**config.mk**
```make
export PLATFORM = sky130hd
export DESIGN_NAME = stack_ctrl
export DESIGN_NICKNAME = d
export VERILOG_FILES = /design/src/rtl/stack_ctrl.sv
export SDC_FILE = /design/constraint.sdc
export NUM_CORES = 1
export LEC_CHECK = 0
export ABC_AREA = 1
export ABC_CLOCK_PERIOD_IN_PS = 1650
export BUFFER_PORTS_ARGS = -buffer_cell sky130_fd_sc_hd__buf_4
export CORE_MARGIN = 3
export CORE_UTILIZATION = 43
export CTS_CLUSTER_SIZE = 28
export DETAILED_ROUTE_END_ITERATION = 7
export GPL_TIMING_DRIVEN = 0
export PLACE_DENSITY = 0.75
export SYNTH_ARGS = -nofsm -noshare
export SYNTH_HDL_FRONTEND = slang
export SYNTH_SLANG_ARGS = --single-unit
```
**constraint.sdc**
```tcl
create_clock -name clk -period 1.65 [get_ports clk]
set_input_delay 0.165 -clock clk [delete_from_list [all_inputs] [get_ports clk]]
set_output_delay 0.165 -clock clk [all_outputs]
set_load 0.05 [all_outputs]
```
**src/rtl/stack_ctrl.sv**
```systemverilog
// stack_ctrl: initiator-side sequencer for the 16-entry lifo_stack.
// Turns held push/pop(/peek) requests into ordered stack strobes, guards
// full/empty with sticky ovf/unf flags, and tracks occupancy in level_o.
// Optional feature macro: STACK_CTRL_PEEK_EN (adds the non-destructive peek).
module stack_ctrl #(
  parameter int DW = 4,
  parameter int AW = 5
) (
  input  logic          clk,
  input  logic          rst_n,
  input  logic          push_req,
  input  logic          push_sel,
  input  logic          pop_req,
  input  logic          peek_req,
  input  logic [DW-1:0] data_in,
  input  logic [DW-1:0] pc_in,
  input  logic          stack_full_i,
  input  logic          stack_empty_i,
  input  logic [DW-1:0] stack_data_i,
  output logic          stack_push_o,
  output logic          stack_pop_o,
  output logic          stack_we_o,
  output logic          stack_re_o,
  output logic          stack_mux_sel_o,
  output logic [DW-1:0] stack_data_1_o,
  output logic [DW-1:0] stack_data_2_o,
  output logic          stack_rst_o,
  output logic          busy_o,
  output logic          ack_o,
  output logic [DW-1:0] ret_data_o,
  output logic          ovf_o,
  output logic          unf_o,
  output logic [AW-1:0] level_o
);

  localparam logic [2:0] S_IDLE    = 3'd0;
  localparam logic [2:0] S_PUSH    = 3'd1;
  localparam logic [2:0] S_POP_DEC = 3'd2;
  localparam logic [2:0] S_POP_RD  = 3'd3;
`ifdef STACK_CTRL_PEEK_EN
  localparam logic [2:0] S_PK_DEC  = 3'd4;
  localparam logic [2:0] S_PK_RD   = 3'd5;
  localparam logic [2:0] S_PK_INC  = 3'd6;
`endif
  localparam logic [2:0] S_DONE    = 3'd7;

  localparam logic [AW-1:0] LEVEL_MAX = AW'(16);

  logic [2:0] state;
  logic [2:0] state_nxt;
  logic       can_accept;
  logic       acc_pop;
  logic       acc_peek;
  logic       acc_push;
  logic       acc_any;
  logic       lvl_inc;
  logic       lvl_dec;
  logic       rd_state;

  // The stack is still in reset while stack_rst_o is high, so hold off requests.
  assign can_accept = (state == S_IDLE) && !stack_rst_o;

`ifdef STACK_CTRL_PEEK_EN
  assign acc_peek = can_accept && !pop_req && peek_req;
  assign acc_push = can_accept && !pop_req && !peek_req && push_req;
`else
  logic unused_peek;
  assign unused_peek = peek_req;
  assign acc_peek    = 1'b0;
  assign acc_push    = can_accept && !pop_req && push_req;
`endif
  assign acc_pop = can_accept && pop_req;
  assign acc_any = acc_pop || acc_peek || acc_push;

  // Strobes and status are pure decodes of the registered state.
  assign stack_we_o   = (state == S_PUSH);
`ifdef STACK_CTRL_PEEK_EN
  assign stack_push_o = (state == S_PUSH) || (state == S_PK_INC);
  assign stack_pop_o  = (state == S_POP_DEC) || (state == S_PK_DEC);
  assign rd_state     = (state == S_POP_RD) || (state == S_PK_RD);
`else
  assign stack_push_o = (state == S_PUSH);
  assign stack_pop_o  = (state == S_POP_DEC);
  assign rd_state     = (state == S_POP_RD);
`endif
  assign stack_re_o = rd_state;
  assign busy_o     = (state != S_IDLE);
  assign ack_o      = (state == S_DONE);
  assign lvl_inc    = stack_push_o;
  assign lvl_dec    = stack_pop_o;

  // Next-state decode; priority pop > peek > push, full/empty short-cuts to DONE.
  always_comb begin
    state_nxt = state;
    case (state)
      S_IDLE: begin
        if (can_accept) begin
          if (pop_req)
            state_nxt = stack_empty_i ? S_DONE : S_POP_DEC;
`ifdef STACK_CTRL_PEEK_EN
          else if (peek_req)
            state_nxt = stack_empty_i ? S_DONE : S_PK_DEC;
`endif
          else if (push_req)
            state_nxt = stack_full_i ? S_DONE : S_PUSH;
        end
      end
      S_PUSH:    state_nxt = S_DONE;
      S_POP_DEC: state_nxt = S_POP_RD;
      S_POP_RD:  state_nxt = S_DONE;
`ifdef STACK_CTRL_PEEK_EN
      S_PK_DEC:  state_nxt = S_PK_RD;
      S_PK_RD:   state_nxt = S_PK_INC;
      S_PK_INC:  state_nxt = S_DONE;
`endif
      S_DONE:    state_nxt = S_IDLE;
      default:   state_nxt = S_IDLE;
    endcase
  end

  // State register.
  always_ff @(posedge clk or negedge rst_n) begin
    if (!rst_n) state <= S_IDLE;
    else        state <= state_nxt;
  end

  // Stack reset: asserted with rst_n, released after the first edge out of reset.
  always_ff @(posedge clk or negedge rst_n) begin
    if (!rst_n) stack_rst_o <= 1'b1;
    else        stack_rst_o <= 1'b0;
  end

  // Capture payloads and push source when a request is accepted.
  always_ff @(posedge clk or negedge rst_n) begin
    if (!rst_n) begin
      stack_data_1_o  <= '0;
      stack_data_2_o  <= '0;
      stack_mux_sel_o <= 1'b0;
    end else if (acc_any) begin
      stack_data_1_o  <= data_in;
      stack_data_2_o  <= pc_in;
      stack_mux_sel_o <= push_sel;
    end
  end

  // Return register loads the stack read data in the read state.
  always_ff @(posedge clk or negedge rst_n) begin
    if (!rst_n)        ret_data_o <= '0;
    else if (rd_state) ret_data_o <= stack_data_i;
  end

  // Sticky error flags, cleared only by reset.
  always_ff @(posedge clk or negedge rst_n) begin
    if (!rst_n) begin
      ovf_o <= 1'b0;
      unf_o <= 1'b0;
    end else begin
      if (acc_push && stack_full_i)                ovf_o <= 1'b1;
      if ((acc_pop || acc_peek) && stack_empty_i)  unf_o <= 1'b1;
    end
  end

  // Occupancy counter follows the pointer moves, saturating at 0 and 16.
  always_ff @(posedge clk or negedge rst_n) begin
    if (!rst_n)
      level_o <= '0;
    else if (lvl_inc && (level_o != LEVEL_MAX))
      level_o <= level_o + 1'b1;
    else if (lvl_dec && (level_o != '0))
      level_o <= level_o - 1'b1;
  end

endmodule

```
**Word-level counts from Yosys, hierarchy flattened**

Cells that the tools add are included.

- $add $sub $neg: 2
- $mul: 0
- Div/mod/pow operators: 0
- $lt $le $gt $ge: 0
- Equal/unequal tests: 7
- Shift operators: 0
- Muxes and demuxes: 8
- Bitwise gates (word level): 0
- Reductions and logical operators: 17

Operator list:

| operator | number |
|---|---|
| 3-bit two-way mux | 5 |
| 5-bit two-way mux | 2 |
| 3-bit one-hot mux with 3 select lines | 1 |
| 1-bit logical AND | 8 |
| 3-bit by 2-bit == test with 1-bit output (second input constant) | 2 |
| 5-bit by 1-bit adder with 5-bit output (second input constant) | 1 |
| 5-bit inequality test (second input constant) | 1 |
| 5-bit nonzero test | 1 |
| 5-bit by 1-bit subtractor with 5-bit output (second input constant) | 1 |
| 3-bit by 1-bit == test with 1-bit output (second input constant) | 1 |
| 3-bit == test (second input constant) | 1 |
| 3-bit zero test | 1 |
| 3-bit inequality test (second input constant) | 1 |
| 3-bit nonzero test | 1 |
| 1-bit zero test | 2 |
| 2-bit inequality test (second input constant) | 1 |
| 2-bit AND reduction | 1 |
| 2-bit nonzero test | 1 |
| 2-bit OR reduction | 1 |
| 1-bit logical OR | 1 |

- Flip-flop bits (word level): 24
- Latch bits: 0
- Memory bits (writable): 0
- Memory bits (read-only): 0
- Input bits: 20
- Output and inout port bits: 27
- Logic and storage cells: 43
- Memories: 0

**Longest topological paths before layout**

- Depth in word-level cells: 5
- Mapped depth: 11

**Worst setup path before layout**

OpenSTA, ideal clock, no wires.

- Kind: flip-flop to flip-flop
- Start: reg state[2]
- End: reg level_o[4]
- Library setup time: 0.066 ns
- Arrival time: 2.138 ns
- Required time: 1.584 ns
- Setup slack: -0.554 ns
- Stages on the path, launching flop included: 11
- Buffers on the path: 0
- Period minus slack after synthesis: 2.204 ns
- Cell sequence: dfrtp_1 nor3_4 nand2_2 fa_1 inv_1 nor2_1 nor2_1 nand3_1 nand3_1 nand2_1 nand2_1

- Cells in the longest elaborated chain, start to end: 3
- Elaborated cells on any way between the ends: 6
- Those cells by class: eq/ne: 2; mux: 1; reduce/logical: 3

Ends and longest elaborated chain:

| element | line | RTL |
|---|---|---|
| from (decl) | 49 | `logic [2:0] state;` |
| from (signal assigned) | 124 | `else state <= state_nxt;` |
| 3-bit by 1-bit == test with 1-bit output * | 82 | `assign stack_push_o = (state == S_PUSH);` |
| via stack_push_o | 20 | `output logic stack_push_o,` |
| 1-bit logical AND * | 167 | `else if (lvl_inc && (level_o != LEVEL_MAX))` |
| 5-bit two-way mux or 2-bit nonzero test (tied branches) | -- |  |
| to (signal assigned) | 168 | `level_o <= level_o + 1'b1;` |
| to (signal assigned) | 170 | `level_o <= level_o - 1'b1;` |
| to (decl) | 33 | `output logic [AW-1:0] level_o` |

Mark *: on every way through the listed nets, which the timed path passes. The rest lies on a longest branch.
A chain may end at the register's enable or synchronous reset.

**Worst setup path in the final report**

- Start: reg state[0]
- End: reg level_o[4]

- Cells in the longest elaborated chain, start to end: 3
- Elaborated cells on any way between the ends: 6
- Those cells by class: eq/ne: 2; mux: 1; reduce/logical: 3

Ends and longest elaborated chain:

| element | line |
|---|---|
| 3-bit by 1-bit == test with 1-bit output or 3-bit by 2-bit == test with 1-bit output (tied branches) | 82, 83 |
| 1-bit logical AND (on tied branches) | 167, 169 |
| 5-bit two-way mux or 2-bit nonzero test (tied branches) | -- |

Parallel ways exist; a longest one is shown, timed or not.

==> summary.md <==
| Metric | Value |
|---|---|
| Die area | 3450 sq um |
| Rows | 18 |
| Post-DRT Antenna Nets | 0 |
| Num ports | 47 |
| Seq/Total Area, Yosys | 0.503 |
| Netlist Area Pre-Place | 1200 sq um |
| TritonCTS clock tree | done |
| Synth Register Bits | 24 |
| Vias in the first global route | 1035 |
| Crit end category | flip-flop |
| Worst stage delay on the critical path | 0.44 ns |
| Die H | 58.7 um |
| Worst-path clk slew | 0.14 ns |
| Vias per inst | 4.92 |
| Core Area | 2570 sq um |
| GR peak layer | met2 |
| Clock sink count | 24 |
| R2r setup slk | -0.13 ns |
| Critical Path RT | 1.87 ns |
| Critical Path, Cell by Cell | inv_2 > nor3_4 > nand2_4 > fa_2 > inv_2 > nor2_2 > nor2_1 > nand3_1 > nand4_1 > nand2_1 |
| Area of the multi-input gates | 583 sq um |
| DR vias | 1112 |
| Syn_nets | 159 |
| Avg WL per Cell | 13.1 um |
| Worst endpoint data arrival time | 2.00 ns |
| Router iterations before antenna repair | 5 |
| Dpl hpwl | 2110 um |
| GR Overflow Total | 0 |
| Worst-case clock buffer depth | 2 |
| Reg-to-reg endpoint | level_o[4] |
| Max FO, Critical Path | 4 |
| GRT met2 Usage | 0.304 |
| Peak Freq | 561 MHz |
| # diodes | 0 |
| Drt total wl | 2950 um |
| Hold Crit Start | stack_data_i[2] |
| RSZ-0062 raised after global routing | true |
| Synth unique cells | 28 |
| Cell depth of the worst min-delay path | 3 |
| R2R depth | 10 |
| Clock skew | 0.00861 ns |
| Met1 usage | 0.210 |
| # Max-Cap Violations | 0 |
| Failing checks | negative setup slack |
| Share of post-route cells with drive strength above 1 | 0.485 |
| Final min period | 1.78 ns |
| Final Util | 0.695 |
| Worst min-delay path class | in -> reg |
| Starting density of the core | 0.466 |
| Remaining DRCs | 0 |
| Met3 global-route usage | 0.0285 |
| Nets@finish | 221 |
| Synth Area per Inst | 8.86 sq um |
| Fin. max-slew vios | 0 |
| Fill cell count | 210 |
| Most used cell, CP | inv_2 |
| FF-to-FF Start | state[0] |
| Yosys warns | 0 |
| Initial DRC count | 29 |
| Area Growth Syn to Fin | 49.3% |
| H-tree depth reported by CTS | 1 |
| Finish-stage setup viols | 3 |
| Final hold violations | 0 |
| Clock Latency Late Sink | 0.32 ns |
| Largest net degree at the start of global routing | 25 |
| CP startpoint kind | flip-flop |
| Root Buffer | clkbuf_4 |
| Mapped Cells | 135 |
| Register area | 607 sq um |
| Final setup margin | -0.131 ns |
| First-pass GRT wire length | 4500 um |
| Port buffer count | 45 |
| Total Routing Usage GR | 0.169 |
| Critical path type | reg -> reg |
| Hold worst-path end | ret_data_o[2] |
| GP Congestion | 0.821 |
| Tcrit/Tclk final | 1.08 |
| Crit-path slowest cell | fa_2 |
| Initial antenna violation count | 0 |
| Num CTS Buffers | 3 |
| Status | finished with violations |
| Die Width | 58.7 um |
[metrics by stage]
stage,setup TNS (ns),setup WS (ns),hold slack (ns),cells,cell area (sq um)
after floorplan,-1.60,-0.479,-0.131,135,1220
after global placement,-0.317,-0.181,0.0727,210,1590
after detailed placement,-0.524,-0.240,0.0800,210,1590
after CTS,-0.0793,-0.0793,0.0403,222,1740
after global routing,-0.566,-0.243,0.0361,226,1790
final,-0.288,-0.131,0.0415,226,1790
[how the worst max path moves through the flow]
stage	start	end	slack (ns)	depth (start not counted)
2_1_floorplan	state[0]	level_o[4]	-0.48	11
3_3_place_gp	state[0]	level_o[4]	-0.18	11
3_5_place_dp	state[0]	level_o[4]	-0.24	11
4_1_cts	state[2]	level_o[4]	-0.08	9
5_1_grt	state[0]	level_o[4]	-0.24	10
6_report	state[0]	level_o[4]	-0.13	10
[Yosys cell counts (all sizes together)]
library cell,number,share of area
nand2,47,0.16
dfrtp,23,0.48
nand3,17,0.071
inv,12,0.040
nor2,8,0.025
a21oi,4,0.017
nor3,4,0.040
buf,3,0.020
ha,3,0.031
o21ai,3,0.019
o21bai,2,0.013
xnor2,2,0.015
a31o,1,0.0073
a31oi,1,0.0052
conb,1,0.0031
dfstp,1,0.022
fa,1,0.017
nand4,1,0.0052
xor2,1,0.0073
[layer usage]
layer	up-vias	part of all wire	wire, um
li1	557	-	-
met1	526	0.42	1230
met2	27	0.53	1570
met3	2	0.041	122
met4	0	0.0085	25
met5	-	0	0
[registers in the layout (all words and copies together), names as in the netlist]
signal / count
level_o: 5
ovf_o: 1
ret_data_o: 4
stack_data_1_o: 4
stack_data_2_o: 4
stack_mux_sel_o: 1
stack_rst_o: 1
state: 3
unf_o: 1
[timing repair]
item,in CTS,in global routing
hold buffers,1,0
buffers inserted,7,4
hold endpoints to repair,24,0
pin swaps,2,10
gates resized for setup,9,5
endpoints found under the setup margin,4,7
[cell families after synthesis]
logic type	share of synthesized area
buffers and inverters	0.0596
flip-flops	0.503
AO/OA/AOI/OAI	0.0607
XOR/XNOR	0.0220
AND/OR/NAND/NOR	0.303
adder cells (fa/ha/maj)	0.0481
other	0.00314
[placed cells by master (no fill, tap or decap), types with 3 or more instances in the layout]
master / n
inv_2: 5
dfrtp_1: 19
inv_1: 6
nand2_1: 42
nand2_2: 3
nor2_1: 4
dfrtp_2: 4
clkbuf_4: 3
a21oi_1: 4
buf_4: 56
nand3_1: 15
nor2_2: 4
[cell type report]
| cell class | count | share of cell area |
|---|---|---|
| clock inverter | 1 | 0.0168 |
| buffer | 3 | 0.0133 |
| multi-input combinational | 96 | 0.327 |
| sequential | 24 | 0.340 |
| timing repair buffer | 57 | 0.243 |
| tap | 30 | 0.0210 |
| inverter | 12 | 0.0266 |
| clock buffer | 3 | 0.0126 |
[worst max-delay path, delay by kind of cell, from the launching register on]
family        cells  cell delay, ns
flops             1            0.40
fa+ha+maj         1            0.44
buf+inv           2            0.14
simple gates      7            0.71
Power is left out: the tool's default activity adds up to more than one toggle a clock period on the data nets, which glitch-free logic cannot reach.
